===== src/rtl/mc_pkg.sv =====
// Shared encodings for the multi-cycle MIPS control sequencer: states, opcodes,
// datapath mux selects and the packed control word.
package mc_pkg;

    localparam int unsigned ST_W = 4;
    localparam int unsigned OP_W = 6;

    localparam logic [3:0] S_IDLE   = 4'd0;
    localparam logic [3:0] S_FETCH  = 4'd1;
    localparam logic [3:0] S_DECODE = 4'd2;
    localparam logic [3:0] S_MEMADR = 4'd3;
    localparam logic [3:0] S_MEMRD  = 4'd4;
    localparam logic [3:0] S_MEMWB  = 4'd5;
    localparam logic [3:0] S_MEMWR  = 4'd6;
    localparam logic [3:0] S_EXEC   = 4'd7;
    localparam logic [3:0] S_ALUWB  = 4'd8;
    localparam logic [3:0] S_BRANCH = 4'd9;
    localparam logic [3:0] S_ADDIEX = 4'd10;
    localparam logic [3:0] S_ADDIWB = 4'd11;
    localparam logic [3:0] S_JUMP   = 4'd12;
    localparam logic [3:0] S_TRAP   = 4'd13;

    localparam logic [5:0] OP_RTYPE = 6'h00;
    localparam logic [5:0] OP_LW    = 6'h23;
    localparam logic [5:0] OP_SW    = 6'h2B;
    localparam logic [5:0] OP_BEQ   = 6'h04;
    localparam logic [5:0] OP_ADDI  = 6'h08;
    localparam logic [5:0] OP_J     = 6'h02;

    localparam logic [1:0] ALU_ADD   = 2'd0;
    localparam logic [1:0] ALU_SUB   = 2'd1;
    localparam logic [1:0] ALU_FUNCT = 2'd2;

    localparam logic [1:0] ASB_B       = 2'd0;
    localparam logic [1:0] ASB_FOUR    = 2'd1;
    localparam logic [1:0] ASB_IMM     = 2'd2;
    localparam logic [1:0] ASB_IMM_SL2 = 2'd3;

    localparam logic [1:0] PCS_ALU    = 2'd0;
    localparam logic [1:0] PCS_ALUOUT = 2'd1;
    localparam logic [1:0] PCS_JUMP   = 2'd2;

    typedef struct packed {
        logic       mem_req;
        logic       mem_we;
        logic       iord;
        logic       ir_write;
        logic       mdr_write;
        logic       ab_write;
        logic       aluout_write;
        logic       pc_write;
        logic       pc_write_cond;
        logic       reg_write;
        logic       reg_dst;
        logic       mem_to_reg;
        logic       alu_src_a;
        logic [1:0] alu_src_b;
        logic [1:0] alu_op;
        logic [1:0] pc_src;
    } ctrl_t;

endpackage


===== src/rtl/mc_ctrl_decode.sv =====
// State-to-control-word decoder. Moore from state, except the FETCH/MEMRD
// holding-register and PC strobes, which are qualified by mem_ready.
module mc_ctrl_decode
    import mc_pkg::*;
(
    input  logic [ST_W-1:0] state,
    input  logic            mem_ready,
    output ctrl_t           ctrl_c
);

    always_comb begin
        ctrl_c = '0;
        case (state)
            S_FETCH: begin
                ctrl_c.mem_req   = 1'b1;
                ctrl_c.alu_src_b = ASB_FOUR;
                ctrl_c.alu_op    = ALU_ADD;
                ctrl_c.pc_src    = PCS_ALU;
                ctrl_c.ir_write  = mem_ready;
                ctrl_c.pc_write  = mem_ready;
            end
            S_DECODE: begin
                ctrl_c.ab_write     = 1'b1;
                ctrl_c.aluout_write = 1'b1;
                ctrl_c.alu_src_b    = ASB_IMM_SL2;
                ctrl_c.alu_op       = ALU_ADD;
            end
            S_MEMADR, S_ADDIEX: begin
                ctrl_c.alu_src_a    = 1'b1;
                ctrl_c.alu_src_b    = ASB_IMM;
                ctrl_c.alu_op       = ALU_ADD;
                ctrl_c.aluout_write = 1'b1;
            end
            S_MEMRD: begin
                ctrl_c.mem_req   = 1'b1;
                ctrl_c.iord      = 1'b1;
                ctrl_c.mdr_write = mem_ready;
            end
            S_MEMWB: begin
                ctrl_c.reg_write  = 1'b1;
                ctrl_c.mem_to_reg = 1'b1;
            end
            S_MEMWR: begin
                ctrl_c.mem_req = 1'b1;
                ctrl_c.mem_we  = 1'b1;
                ctrl_c.iord    = 1'b1;
            end
            S_EXEC: begin
                ctrl_c.alu_src_a    = 1'b1;
                ctrl_c.alu_src_b    = ASB_B;
                ctrl_c.alu_op       = ALU_FUNCT;
                ctrl_c.aluout_write = 1'b1;
            end
            S_ALUWB: begin
                ctrl_c.reg_write = 1'b1;
                ctrl_c.reg_dst   = 1'b1;
            end
            S_BRANCH: begin
                ctrl_c.alu_src_a     = 1'b1;
                ctrl_c.alu_src_b     = ASB_B;
                ctrl_c.alu_op        = ALU_SUB;
                ctrl_c.pc_write_cond = 1'b1;
                ctrl_c.pc_src        = PCS_ALUOUT;
            end
            S_ADDIWB: begin
                ctrl_c.reg_write = 1'b1;
            end
            S_JUMP: begin
                ctrl_c.pc_write = 1'b1;
                ctrl_c.pc_src   = PCS_JUMP;
            end
            default: ctrl_c = '0;
        endcase
    end

endmodule


===== src/rtl/mc_control_fsm.sv =====
// Multi-cycle MIPS control sequencer: state register and next-state logic.
// Optional ILLEGAL_OP_TRAP_EN parks unknown opcodes in TRAP and adds illegal_op.
module mc_control_fsm
    import mc_pkg::*;
#(
    parameter int unsigned OPW = 6,
    parameter int unsigned STW = 4
) (
    input  logic           clk,
    input  logic           reset_n,
    input  logic [OPW-1:0] opcode,
    input  logic           mem_ready,
    output logic           mem_req,
    output logic           mem_we,
    output logic           iord,
    output logic           ir_write,
    output logic           mdr_write,
    output logic           ab_write,
    output logic           aluout_write,
    output logic           pc_write,
    output logic           pc_write_cond,
    output logic           reg_write,
    output logic           reg_dst,
    output logic           mem_to_reg,
    output logic           alu_src_a,
    output logic [1:0]     alu_src_b,
    output logic [1:0]     alu_op,
    output logic [1:0]     pc_src,
`ifdef ILLEGAL_OP_TRAP_EN
    output logic           illegal_op,
`endif
    output logic [STW-1:0] state
);

    logic [ST_W-1:0] state_q;
    logic [ST_W-1:0] state_d;
    ctrl_t           ctrl_c;

    logic is_rtype, is_lw, is_sw, is_beq, is_addi, is_j;

    assign is_rtype = (opcode == OPW'(OP_RTYPE));
    assign is_lw    = (opcode == OPW'(OP_LW));
    assign is_sw    = (opcode == OPW'(OP_SW));
    assign is_beq   = (opcode == OPW'(OP_BEQ));
    assign is_addi  = (opcode == OPW'(OP_ADDI));
    assign is_j     = (opcode == OPW'(OP_J));

    always_ff @(posedge clk or negedge reset_n) begin
        if (!reset_n) state_q <= S_IDLE;
        else          state_q <= state_d;
    end

    always_comb begin
        state_d = state_q;
        case (state_q)
            S_IDLE:   state_d = S_FETCH;
            S_FETCH:  if (mem_ready) state_d = S_DECODE;
            S_DECODE: begin
                if (is_rtype)            state_d = S_EXEC;
                else if (is_lw || is_sw) state_d = S_MEMADR;
                else if (is_beq)         state_d = S_BRANCH;
                else if (is_addi)        state_d = S_ADDIEX;
                else if (is_j)           state_d = S_JUMP;
`ifdef ILLEGAL_OP_TRAP_EN
                else                     state_d = S_TRAP;
`else
                else                     state_d = S_FETCH;
`endif
            end
            S_MEMADR: state_d = is_lw ? S_MEMRD : S_MEMWR;
            S_MEMRD:  if (mem_ready) state_d = S_MEMWB;
            S_MEMWB:  state_d = S_FETCH;
            S_MEMWR:  if (mem_ready) state_d = S_FETCH;
            S_EXEC:   state_d = S_ALUWB;
            S_ALUWB:  state_d = S_FETCH;
            S_BRANCH: state_d = S_FETCH;
            S_ADDIEX: state_d = S_ADDIWB;
            S_ADDIWB: state_d = S_FETCH;
            S_JUMP:   state_d = S_FETCH;
`ifdef ILLEGAL_OP_TRAP_EN
            S_TRAP:   state_d = S_TRAP;
`endif
            default:  state_d = S_FETCH;
        endcase
    end

    mc_ctrl_decode u_decode (
        .state     (state_q),
        .mem_ready (mem_ready),
        .ctrl_c    (ctrl_c)
    );

    assign mem_req       = ctrl_c.mem_req;
    assign mem_we        = ctrl_c.mem_we;
    assign iord          = ctrl_c.iord;
    assign ir_write      = ctrl_c.ir_write;
    assign mdr_write     = ctrl_c.mdr_write;
    assign ab_write      = ctrl_c.ab_write;
    assign aluout_write  = ctrl_c.aluout_write;
    assign pc_write      = ctrl_c.pc_write;
    assign pc_write_cond = ctrl_c.pc_write_cond;
    assign reg_write     = ctrl_c.reg_write;
    assign reg_dst       = ctrl_c.reg_dst;
    assign mem_to_reg    = ctrl_c.mem_to_reg;
    assign alu_src_a     = ctrl_c.alu_src_a;
    assign alu_src_b     = ctrl_c.alu_src_b;
    assign alu_op        = ctrl_c.alu_op;
    assign pc_src        = ctrl_c.pc_src;
    assign state         = STW'(state_q);

`ifdef ILLEGAL_OP_TRAP_EN
    assign illegal_op = (state_q == S_TRAP);
`endif

endmodule


===== config.mk =====
export PLATFORM = sky130hd
export DESIGN_NAME = mc_control_fsm
export DESIGN_NICKNAME = d
export VERILOG_FILES = /design/src/rtl/mc_pkg.sv /design/src/rtl/mc_ctrl_decode.sv /design/src/rtl/mc_control_fsm.sv
export SDC_FILE = /design/constraint.sdc
export NUM_CORES = 1
export LEC_CHECK = 0
export ABC_AREA = 0
export CORE_MARGIN = 4
export CORE_UTILIZATION = 36
export CTS_CLUSTER_SIZE = 16
export DETAILED_ROUTE_END_ITERATION = 10
export PLACE_DENSITY = 0.76
export SKIP_LAST_GASP = 1
export SLEW_MARGIN = 0
export SYNTH_ARGS = -nofsm -noshare
export SYNTH_HDL_FRONTEND = slang
export SYNTH_SLANG_ARGS = --single-unit

===== constraint.sdc =====
create_clock -name clk -period 1.6 [get_ports clk]
set_input_delay 0.24 -clock clk [delete_from_list [all_inputs] [get_ports clk]]
set_output_delay 0.24 -clock clk [all_outputs]
set_load 0.02 [all_outputs]

# ---- Word level (Yosys, flattened, before mapping)
# Index checks and enable logic that the tools add are counted.
# Widths: inputs -> output; s select.
dict set report word_totals {
  register_bits 4
  in_bits 9
  elab_cells 55
}
dict set report op_classes {
  eq_ne 20
  muxes 25
  reduce_logical 9
}
# op n
set ops {}
lappend ops {{$mux 4} 8}
lappend ops {{$pmux 4 s7} 1}
lappend ops {{$eq 4x4->1 const B} 5}
lappend ops {{$pmux 4 s5} 1}
lappend ops {{$eq 4x3->1 const B} 4}
lappend ops {{$eq 6x6->1 const B} 2}
lappend ops {{$mux 1} 12}
lappend ops {{$eq 4x2->1 const B} 2}
lappend ops {{$reduce_or 4->1} 2}
lappend ops {{$eq 6x2->1 const B} 1}
lappend ops {{$eq 6x3->1 const B} 1}
lappend ops {{$eq 6x4->1 const B} 1}
lappend ops {{$logic_not 6->1} 1}
lappend ops {{$ne 2x2->1 const B} 3}
lappend ops {{$reduce_or 3->1} 2}
lappend ops {{$eq 4x1->1 const B} 1}
lappend ops {{$pmux 2 s2} 1}
lappend ops {{$reduce_or 2->1} 2}
lappend ops {{$reduce_and 3->1} 1}
lappend ops {{$mux 2} 1}
lappend ops {{$pmux 1 s2} 1}
lappend ops {{$logic_or 1x1->1} 1}

# ---- Logic depth before layout (Yosys ltp)
dict set report logic_depth {
  depth_word 7
  ltp_mapped 5
  depth_no_buf 4
}

# ---- Modules after synthesis
# Synthesis repeated with hierarchy kept, for this count alone.
dict set report hier_totals {
  hier_cells 73
  hier_area_um2 561.8
}
# module n_inst cells_per_inst area_each_um2 seq_area_each_um2
set by_module_without_submodules {}
lappend by_module_without_submodules {mc_control_fsm 1 36 315.3 100.1}
lappend by_module_without_submodules {mc_ctrl_decode 1 37 246.5 0.0}

# ---- Worst setup path before layout
# OpenSTA, ideal clock, no wires.
dict set report synth_timing {
  path_kind {register to output}
  start {reg state_q[2], in the netlist state[2]}
  end {out pc_write}
  arrival_ps 1507
  t_required_ps 1360
  setup_slack_ps -147
  stages_incl_launch_ff 4
  path_cell_list {dfrtp_1 -> buf_2 -> nor4_2 -> or2_1}
}
dict set report synth_between {
  elab_chain_len 2
  word_cells_on_any_way 3
  cone_classes {2 x eq/ne; 1 x mux}
}
# item line_no
set synth_rtl {}
lappend synth_rtl {{start: declaration} mc_control_fsm.sv:35} ;# logic [ST_W-1:0] state_q;
lappend synth_rtl {{start signal: assignment} mc_control_fsm.sv:50} ;# else state_q <= state_d;
lappend synth_rtl {{$eq 4x4->1 or $eq 4x1->1 (tied branches)} mc_ctrl_decode.sv:13} ;# case (state)
lappend synth_rtl {{$pmux 1 s2 (*)} mc_ctrl_decode.sv:13}
lappend synth_rtl {{end: declaration} mc_control_fsm.sv:20} ;# output logic pc_write,
# Mark *: on every way between the ends. The rest lies on a longest branch, timed or not.

# ---- Worst setup path after layout
dict set report layout_timing {
  start {reg state_q[2], in the netlist state[2]}
  end {out reg_write}
}
dict set report layout_between {
  elab_chain_len 3
  word_cells_on_any_way 5
  cone_classes {3 x eq/ne; 1 x mux; 1 x reduce/logical}
}
# item line_no
set layout_rtl {}
lappend layout_rtl {{$eq 4x4->1 or $eq 4x3->1 (tied branches)} mc_ctrl_decode.sv:13}
lappend layout_rtl {{$reduce_or 3->1 (no line) (*)} --}
lappend layout_rtl {{$mux 1 (*)} mc_ctrl_decode.sv:13}
lappend layout_rtl {{end: declaration} mc_control_fsm.sv:22} ;# output logic reg_write,
# Marks and branches as above.

==> results.toml <==
[outcome]
status = "complete, but fails checks"
failed_checks = "setup timing"

[clock_network]
path_clk_slew_ns = 0.06
cts_buffers = 3
cts_tree = "built"
clock_tree.root_cell = "clkbuf_4"
cts.sinks = 4
clock_path_buffers = 2
htree_levels = 1
clock_latency_ns = 0.26

[synthesis]
synth.cell_area_um2 = 536
synth-seq-cells = 4
syn_nets = 81
ys_warn_count = 0
ys_top_cells_by_area = "dfrtp_1 19%, nor2_1 7.0%, and3_1 4.7%, buf_2 3.7%, mux2i_1 3.7%"
yosysTopAreaCellShare_pct = 18.7
ys.flop_type = "dfrtp_1"
yosysTopAreaCell = "dfrtp_1"
synth-edff-count = 0
async_flop_share_pct = 100
synth_most_common_cell = "nor2_1"
synth_cell_types = 36
synth.avg_cell_area_um2 = 7.44
ys_seq_area_share_pct = 18.7
synthCells = 72

[drt]
drt_wl_total_um = 3570
drc = 0
viasPerCell = 6.31
vias = 953
wl_per_cell_um = 23.6
firstDrtPassIters = 4
ant_nets = 0
drt_iter0_drc = 54

[worst_setup_path]
r2r_cells = 7
start_kind = "flop"
arrival_ns = 1.69
crit_fanout = 6
worstSetupPathType = "flop to output pin"
regToRegStartpoint = "state[2]$_DFFE_PN0P_"
worstPathRequired_ns = 1.36
r2r-end = "state[1]$_DFFE_PN0P_"
r2r_setup_slack_ns = -0.02
crit_path_end_kind = "output pin"

[grt]
grt_pass1_wl_um = 3560
grt_pass1_vias = 812
globalRoute.totalOverflow = 0
grt_max_degree = 9
grt_antenna_before_repair = 0
track_usage_pct = 24.2

[place]
port_buffers = 31
postPlaceCellArea_um2 = 1030
place.gp.congestion = 0.812
dpl.hpwl_um = 1660
place_inst = 135

[sta]
setup_tns_ns = -2.13
rsz0062_at_grt = "yes"
worst_pin_slew_ns = 0.553
finalCriticalPeriod_ns = 1.93
hold_viol_final = 0
setup_slack_ns = -0.332
worst_clock_skew_ns = 0.0172
hold_slack_ns = 0.190
setup_viol = 19
min_period_over_period_pct = 121
max-slew-margin-rel_pct = 62.8
slew_violations = 0
max_freq_mhz = 517

[floorplanning]
coreArea_um2 = 1350
dieArea_um2 = 2170
die_h_um = 46.6
rows = 13
io_pins = 32
start_util_pct = 39.7
die_w_um = 46.6

[final_layout]
antennaDiodeCount = 0
design_area_um2 = 1270
largest_reg_flops = 4
seq_area_um2 = 103
area_delta_synth_final_pct = 138
fillCellCount = 45
drive_gt1_share_pct = 59.6
layout.nets = 147
fin_cells = 151
multi_input_area_um2 = 507

[power]
p_seq_share_pct = 9.1
power_frac_clock_pct = 6.5
internal_power_uw = 1190
p_switching_uw = 1120
p_leak_uw = 0.000632
peakVddDrop_v = 0.00142
powerDensity_nw_per_um2 = 1820
swShare_pct = 48.5
pwr-share-comb_pct = 84.4
p_total_uw = 2310

[flow_run]
drv_cap = 0

[hold_path]
hold_class = "input port to async pin"
==> how the worst max path moves through the flow <==
| stage | cells after the start | slack, ns | startpoint | to |
|---|---|---|---|---|
| after floorplan | 3 | -0.02 | state[2]$_DFFE_PN0P_ | pc_write |
| after global placement | 5 | -0.35 | mem_ready | pc_write |
| after detailed placement | 5 | -0.39 | mem_ready | pc_write |
| after CTS | 5 | -0.14 | state[2]$_DFFE_PN0P_ | reg_write |
| after global routing | 5 | -0.40 | state[2]$_DFFE_PN0P_ | reg_write |
| final | 5 | -0.33 | state[2]$_DFFE_PN0P_ | reg_write |
==> power by group through the flow <==
stage | sequential, uW | clock [uW] | combinational (uW)
finish | 211 | 149 | 1950
global placement | 179 | 0 | 1400
detailed placement | 185 | 0 | 1420
floorplan | 216 | 0 | 697
CTS | 199 | 140 | 1440
global route | 216 | 161 | 2030
==> layout make-up <==
cell class | instances | share of cell area, %
repair buffers | 67 | 47.7
multi-input cells | 58 | 39.8
flip-flops and latches | 4 | 8.05
clock buffers | 3 | 1.77
well taps | 15 | 1.47
inverters | 4 | 1.18
==> critical path: stages (launching register included) <==
cell and delay [ns]:
dfrtp_1 0.44, buf_6 0.16, or2b_4 0.30, mux2i_1 0.23
a21o_1 0.18, buf_6 0.12
==> what timing repair did <==
item                                    in CTS  in global routing
hold buffers                                 0                  0
setup buffers                                3                 12
endpoints found under the setup margin      23                 20
gates resized for setup                    105                 38
pin swaps                                    3                  6
==> per-stage QoR <==
step	worst slack, ns	util [%]
4_1_cts	-0.136	79.7
3_3_place_gp	-0.353	76.2
3_5_place_dp	-0.393	76.2
2_1_floorplan	-0.0198	-
6_report	-0.332	94.3
5_1_grt	-0.399	94.3
==> layout by cell type, fill, tap and decap left out, drive strengths merged <==
master | synthesis | routed
mux2i | 2 | 2
dlygate4sd2 | 0 | 4
and3 | 4 | 4
nand3 | 4 | 4
dfrtp | 4 | 4
xor2 | 2 | 2
or3 | 1 | 1
a31oi | 1 | 1
nor2 | 10 | 10
clkdlybuf4s15 | 0 | 1
a211oi | 1 | 1
mux2 | 1 | 1
clkdlybuf4s50 | 0 | 8
nor4 | 3 | 3
a2111oi | 1 | 1
a31o | 1 | 1
nand2b | 2 | 2
nor3 | 2 | 2
o21ai | 4 | 4
a41o | 1 | 1
or2b | 2 | 2
a21o | 1 | 1
buf | 6 | 54
o22ai | 1 | 1
nand4 | 1 | 1
inv | 4 | 4
or2 | 2 | 2
a32o | 1 | 1
nor2b | 3 | 3
nand2 | 4 | 4
a21boi | 2 | 2
clkbuf | 0 | 3
o211ai | 1 | 1
==> routing by layer <==
layer  part of all wire [%]  up-vias  wire length [um]  track usage, %
li1                       -      390                 -               -
met1                     32      428              1140            23.7
met2                     50       97              1800            42.3
met3                     11       38               378            7.42
met4                    7.0        0               250            17.6
met5                      0        -                 0               0
==> cell families (layout without fill, tap and decap cells) <==
group,after synthesis,count (layout),synth area share (%)
simple gates,38,38,39.0
compound gates,15,15,23.1
buf+inv,10,74,10.0
flops,4,4,18.7
mux,3,3,5.84
xor+xnor,2,2,3.27
(Power assumes the default switching activity.)
